$ cat src/rtl/mul_pkg.sv
// ============================================================================
// mul_pkg : shared types and sizing helpers for the multiply/accumulate path
// Rev 1.0 : initial release
// ============================================================================
`default_nettype none

package mul_pkg;

  localparam int DEF_WIDTH = 4;
  localparam int DEF_COUNT = 5;

  typedef enum logic [1:0] {
    IDLE  = 2'd0,
    ACCUM = 2'd1,
    HOLD  = 2'd2
  } state_t;

  // Sum width leaves room for COUNT full-scale cubes, so the adder never wraps.
  function automatic int sum_width(input int width, input int count);
    return 3 * width + $clog2(count);
  endfunction

  function automatic int cnt_width(input int count);
    return $clog2(count + 1);
  endfunction

endpackage

`default_nettype wire

$ cat src/rtl/product_accum_if.sv
// ============================================================================
// product_accum_if : product-in / frame-sum-out handshake bundle
// Rev 1.0 : initial release
// ============================================================================
`default_nettype none

interface product_accum_if
  import mul_pkg::*;
#(
  parameter int WIDTH = DEF_WIDTH,
  parameter int COUNT = DEF_COUNT
);

  localparam int SUM_W = sum_width(WIDTH, COUNT);
  localparam int CNT_W = cnt_width(COUNT);

  logic               in_valid;
  logic               in_ready;
  logic [3*WIDTH-1:0] in_mul;
  logic               flush;
  logic               out_valid;
  logic               out_ready;
  logic [SUM_W-1:0]   out_sum;
  logic [CNT_W-1:0]   out_count;

  modport master (
    output in_valid, in_mul, flush, out_ready,
    input  in_ready, out_valid, out_sum, out_count
  );

  modport slave (
    input  in_valid, in_mul, flush, out_ready,
    output in_ready, out_valid, out_sum, out_count
  );

endinterface

`default_nettype wire

$ cat src/rtl/product_accum.sv
// ============================================================================
// product_accum : sums COUNT upstream products per frame, presents the result
// Rev 1.0 : initial release
// ============================================================================
`default_nettype none

module product_accum
  import mul_pkg::*;
#(
  parameter int WIDTH = DEF_WIDTH,
  parameter int COUNT = DEF_COUNT
) (
  input  wire logic        clk,
  input  wire logic        rst,
  product_accum_if.slave   bus
);

  localparam int SUM_W = sum_width(WIDTH, COUNT);
  localparam int CNT_W = cnt_width(COUNT);
  localparam logic [CNT_W-1:0] COUNT_C = CNT_W'(COUNT);

  generate
    if (COUNT < 1 || COUNT > 255) begin : g_bad_count
      $error("product_accum: COUNT out of range 1..255");
    end
  endgenerate

  state_t           state_q, state_d;
  logic [SUM_W-1:0] acc_q, acc_d;
  logic [CNT_W-1:0] cnt_q, cnt_d;

  logic             in_ready;
  logic             accept;
  logic [SUM_W-1:0] mul_ext;
  logic [CNT_W-1:0] cnt_inc;

  assign in_ready = !rst && (state_q != HOLD);
  assign accept   = bus.in_valid && in_ready;
  assign mul_ext  = SUM_W'(bus.in_mul);
  assign cnt_inc  = cnt_q + CNT_W'(1);

  always_comb begin
    state_d = state_q;
    acc_d   = acc_q;
    cnt_d   = cnt_q;
    case (state_q)
      IDLE: begin
        if (accept) begin
          acc_d   = mul_ext;
          cnt_d   = CNT_W'(1);
          state_d = (COUNT == 1 || bus.flush) ? HOLD : ACCUM;
        end
      end
      ACCUM: begin
        if (accept) begin
          acc_d   = acc_q + mul_ext;
          cnt_d   = cnt_inc;
          // A flushed beat is still summed before the frame closes.
          if (cnt_inc == COUNT_C || bus.flush) begin
            state_d = HOLD;
          end
        end else if (bus.flush) begin
          state_d = HOLD;
        end
      end
      HOLD: begin
        if (bus.out_ready) begin
          state_d = IDLE;
          acc_d   = '0;
          cnt_d   = '0;
        end
      end
      default: begin
        state_d = IDLE;
        acc_d   = '0;
        cnt_d   = '0;
      end
    endcase
  end

  always_ff @(posedge clk) begin
    if (rst) begin
      state_q <= IDLE;
      acc_q   <= '0;
      cnt_q   <= '0;
    end else begin
      state_q <= state_d;
      acc_q   <= acc_d;
      cnt_q   <= cnt_d;
    end
  end

  // Result fields are forced to zero outside HOLD so partial sums never leak.
  always_comb begin
    bus.in_ready  = in_ready;
    bus.out_valid = (state_q == HOLD);
    bus.out_sum   = (state_q == HOLD) ? acc_q : '0;
    bus.out_count = (state_q == HOLD) ? cnt_q : '0;
  end

endmodule

`default_nettype wire

$ cat src/flat_wrapper.sv
// flat-port wrapper written by rule: the top's interface ports become plain ports
module product_accum_flat import mul_pkg::*;
#(
  parameter int WIDTH = DEF_WIDTH,
  parameter int COUNT = DEF_COUNT
)
  (clk, rst, bus_in_valid, bus_in_mul, bus_flush, bus_out_ready, bus_in_ready, bus_out_valid, bus_out_sum, bus_out_count);
  product_accum_if #(.WIDTH(WIDTH), .COUNT(COUNT)) bus_i ();
  input  wire logic clk;
  input  wire logic rst;
  input wire logic [$bits(bus_i.in_valid)-1:0] bus_in_valid;
  input wire logic [$bits(bus_i.in_mul)-1:0] bus_in_mul;
  input wire logic [$bits(bus_i.flush)-1:0] bus_flush;
  input wire logic [$bits(bus_i.out_ready)-1:0] bus_out_ready;
  output wire logic [$bits(bus_i.in_ready)-1:0] bus_in_ready;
  output wire logic [$bits(bus_i.out_valid)-1:0] bus_out_valid;
  output wire logic [$bits(bus_i.out_sum)-1:0] bus_out_sum;
  output wire logic [$bits(bus_i.out_count)-1:0] bus_out_count;
  assign bus_i.in_valid = bus_in_valid;
  assign bus_i.in_mul = bus_in_mul;
  assign bus_i.flush = bus_flush;
  assign bus_i.out_ready = bus_out_ready;
  assign bus_in_ready = bus_i.in_ready;
  assign bus_out_valid = bus_i.out_valid;
  assign bus_out_sum = bus_i.out_sum;
  assign bus_out_count = bus_i.out_count;
  product_accum #(.WIDTH(WIDTH), .COUNT(COUNT)) u_core (.clk(clk), .rst(rst), .bus(bus_i));
endmodule
$ cat config.mk
export PLATFORM = sky130hd
export DESIGN_NAME = product_accum_flat
export DESIGN_NICKNAME = d
export VERILOG_FILES = /design/src/rtl/mul_pkg.sv /design/src/rtl/product_accum_if.sv /design/src/rtl/product_accum.sv /design/src/flat_wrapper.sv
export SDC_FILE = /design/constraint.sdc
export NUM_CORES = 1
export LEC_CHECK = 0
export CORE_MARGIN = 1.5
export CORE_UTILIZATION = 52
export CTS_BUF_LIST = sky130_fd_sc_hd__clkbuf_4
export DETAILED_ROUTE_END_ITERATION = 16
export GPL_TIMING_DRIVEN = 0
export PLACE_DENSITY = 0.91
export SLEW_MARGIN = 20
export SYNTH_ARGS = -nofsm -noshare
export SYNTH_HDL_FRONTEND = slang
export SYNTH_SLANG_ARGS = --single-unit
$ cat constraint.sdc
create_clock -name clk -period 3.1 [get_ports clk]
set_clock_uncertainty 0.15 [all_clocks]
set_input_delay 0.465 -clock clk [delete_from_list [all_inputs] [get_ports clk]]
set_output_delay 0.465 -clock clk [all_outputs]
set_load 0.01 [all_outputs]
==> flow_metrics.tcl <==
set metrics [dict create \
    num_antenna_cells 0 \
    synth_most_common_cell "nor2_1" \
    cts_hold_buf 0 \
    insertion_delay_ns 0.32 \
    gp_congestion 0.859 \
    numCtsBuffers 3 \
    p_clk_frac 0.299 \
    syn_nets 234 \
    synth_cells 202 \
    routed_wl_mm 3.89 \
    io_pins 37 \
    worstPathRequired_ns 2.48 \
    antenna_found_initial 0 \
    nets 273 \
    startpoint_type "flip-flop" \
    die_h_microns 58.7 \
    seqCellArea_sq_um 400 \
    worstMarginPinSlew_ns 0.695 \
    fillers 258 \
    multiInputGateArea_sq_um 1140 \
    max_stage_delay_ns 0.54 \
    drc 0 \
    outcome "finished clean" \
    cts_tree "built" \
    drt_first_pass_iters 4 \
    die_w_microns 58.7 \
    coreArea_sq_um 3000 \
    rows 20 \
    ys_seq_area_frac 0.248 \
    final_hold_viol_count 0 \
    port_buffers 34 \
    drt-initial-drc-count 70 \
    cap_violations 0 \
    synth-edff-count 0 \
    grt_max_degree 13 \
    grt_overflow 0 \
    dpl_worst_slack_ns 0.0127 \
    pwr-share-seq 0.384 \
    netlist_top_cells_area "dfxtp_1 25%, ha_1 11%, and2_1 7.8%, nor2_1 6.5%, a21oi_1 3.7%" \
    ys_top_cells_by_count "28 x nor2_1, 20 x and2_1, 20 x dfxtp_1" \
    holdCritPathClass "in -> reg" \
    synth_cell_types 45 \
    ir_drop_mv 0.180 \
    synth-seq-cells 20 \
    design.die.area_sq_um 3450 \
    clock_sinks 20 \
    postLayoutCellArea_sq_um 2050 \
    p_leak_nw 0.851 \
    comb_power_share 0.317 \
    path_class "reg -> out" \
    place_hpwl_mm 2.89 \
    post-route-min-period_ns 2.95 \
    grt_pass1_wl_mm 6.64 \
    gr-usage-all-layers 0.245 \
    clk_pin_slew_worst_paths_ns 0.14 \
    end_kind "primary output" \
    synth_top_area_frac 0.248 \
    start_util 0.538 \
    cts.path.max_buffers 2 \
    grt_pass1_vias 1553 \
    p_int_w 0.000513 \
    crit_path_top_delay_cell "clkdlybuf4s50_1" \
    worst_slack_ns 0.150 \
    drive_gt1_frac 0.0750 \
    crit_path_max_fanout 10 \
    viasPerCell 5.84 \
    placed_area_sq_um 2000 \
    wire_per_inst_microns 14.2 \
    final_antenna_net_count 0 \
    path_delay_family "buffers and inverters" \
    yosysWarningCount 0 \
    hold_ws_ns 0.298 \
    syn_to_final_growth_pct 27.1 \
    drv_slew 0 \
    power_w 0.000746 \
    avgSynthCellArea_sq_um 7.99 \
    critPathBufInv 4 \
    synth_flop_cell "dfxtp_1" \
    p_switching_w 0.000233 \
    syn_area_sq_um 1610 \
    cts_root_buf "clkbuf_4" \
    p_per_area_nw_per_um2 364 \
    cp_common_cell "clkbuf_2" \
    setup_tns_ns 0 \
    rsz0062_at_grt "false" \
    postCtsSetupBuffers 0 \
    timing.fmax_ghz 0.339 \
    yosysTopAreaCell "dfxtp_1" \
    path_cells "buf_2 > nor2b_1 > clkbuf_2 > clkbuf_2 > and2_1 > clkdlybuf4s50_1" \
    htreeDepth 1 \
    slew-limit-headroom 0.530 \
    arrival_ns 2.34 \
    power.share.switching 0.312 \
    via_count 1594 \
    timing.final.crit_share 0.952 \
    async_reset_ff_frac 0 \
    finalSetupViolCount 0 \
]
-- per-stage QoR --
| step | instances | utilization |
|---|---|---|
| 2_1_floorplan | 202 | - |
| 3_3_place_gp | 269 | 0.665 |
| 3_5_place_dp | 269 | 0.665 |
| 4_1_cts | 273 | 0.683 |
| 5_1_grt | 273 | 0.683 |
| 6_report | 273 | 0.683 |
-- final cells by class --
class / count / area share
inverters: 8 / 0.0146
repair buffers: 34 / 0.166
clock inverters: 1 / 0.0146
multi-input cells: 164 / 0.554
well taps: 33 / 0.0201
plain buffers: 10 / 0.0244
clock buffers: 3 / 0.0110
flip-flops and latches: 20 / 0.195
-- cell families (layout without fill, tap and decap cells) --
group,count (synthesis),in the layout,share of synthesized area
buffers and inverters,18,56,0.0473
AO/OA/AOI/OAI,55,55,0.244
adder cells (fa/ha/maj),15,15,0.121
XOR/XNOR,10,10,0.0543
flip-flops,20,20,0.248
AND/OR/NAND/NOR,79,79,0.252
multiplexers,5,5,0.0333
-- timing repair --
item,CTS,global route
resized for setup,3,1
endpoints found under the setup margin,10,2
endpoints found under the hold margin,0,0
-- cells in the final DEF, fill, tap and decap left out, types with 2 or more instances in the layout --
| cell type | count |
|---|---|
| a211oi_1 | 3 |
| a21o_1 | 3 |
| a21oi_1 | 12 |
| a22oi_1 | 6 |
| a31oi_1 | 2 |
| a32oi_1 | 2 |
| and2_1 | 20 |
| buf_2 | 2 |
| buf_4 | 2 |
| clkbuf_1 | 4 |
| clkbuf_2 | 2 |
| clkbuf_4 | 3 |
| clkdlybuf4s50_1 | 34 |
| dfxtp_1 | 20 |
| ha_1 | 14 |
| inv_1 | 8 |
| mux2_2 | 3 |
| mux2i_1 | 2 |
| nand2_1 | 11 |
| nand3_1 | 7 |
| nor2_1 | 28 |
| nor2b_1 | 2 |
| nor3_1 | 3 |
| o21a_1 | 5 |
| o21ai_0 | 8 |
| o31a_1 | 2 |
| o31ai_1 | 2 |
| xnor2_1 | 4 |
| xor2_1 | 6 |
-- per-layer routing --
metal  share of wire  global-route usage  vias up
li1                -                   -      801
met1            0.46               0.307      747
met2            0.49               0.406       39
met3           0.035              0.0374        7
met4           0.014               0.123        0
met5               0                   0        -
-- power groups by stage --
stage                     sequential [W]  combinational (W)  clock (W)
after global placement          0.000291           0.000225          0
final                           0.000287           0.000236   0.000223
after detailed placement        0.000292           0.000231          0
after global routing            0.000289           0.000262   0.000236
after floorplan                 0.000288           0.000163          0
after CTS                       0.000286           0.000235   0.000225
-- sequential cells by signal, summed over array words and instances, names as in the netlist --
signal / count
u_core.cnt_q: 3
u_core.acc_q: 15
u_core.state_q: 2
-- worst paths after layout --
kind,slack [ns],startpoint,cells after the start,end
worst max-delay path,0.15,u_core.state_q[1]$_SDFFE_PP0P_,6,bus_out_sum[5]
worst min-delay path,0.30,rst,2,u_core.state_q[0]$_SDFFE_PP0P_
worst max register to register,0.60,u_core.acc_q[0]$_SDFFE_PP0P_,9,u_core.acc_q[14]$_SDFFE_PP0P_
worst min register to register,0.34,u_core.cnt_q[1]$_SDFFE_PP0P_,2,u_core.cnt_q[1]$_SDFFE_PP0P_
Power figures use the tool's default switching activity.
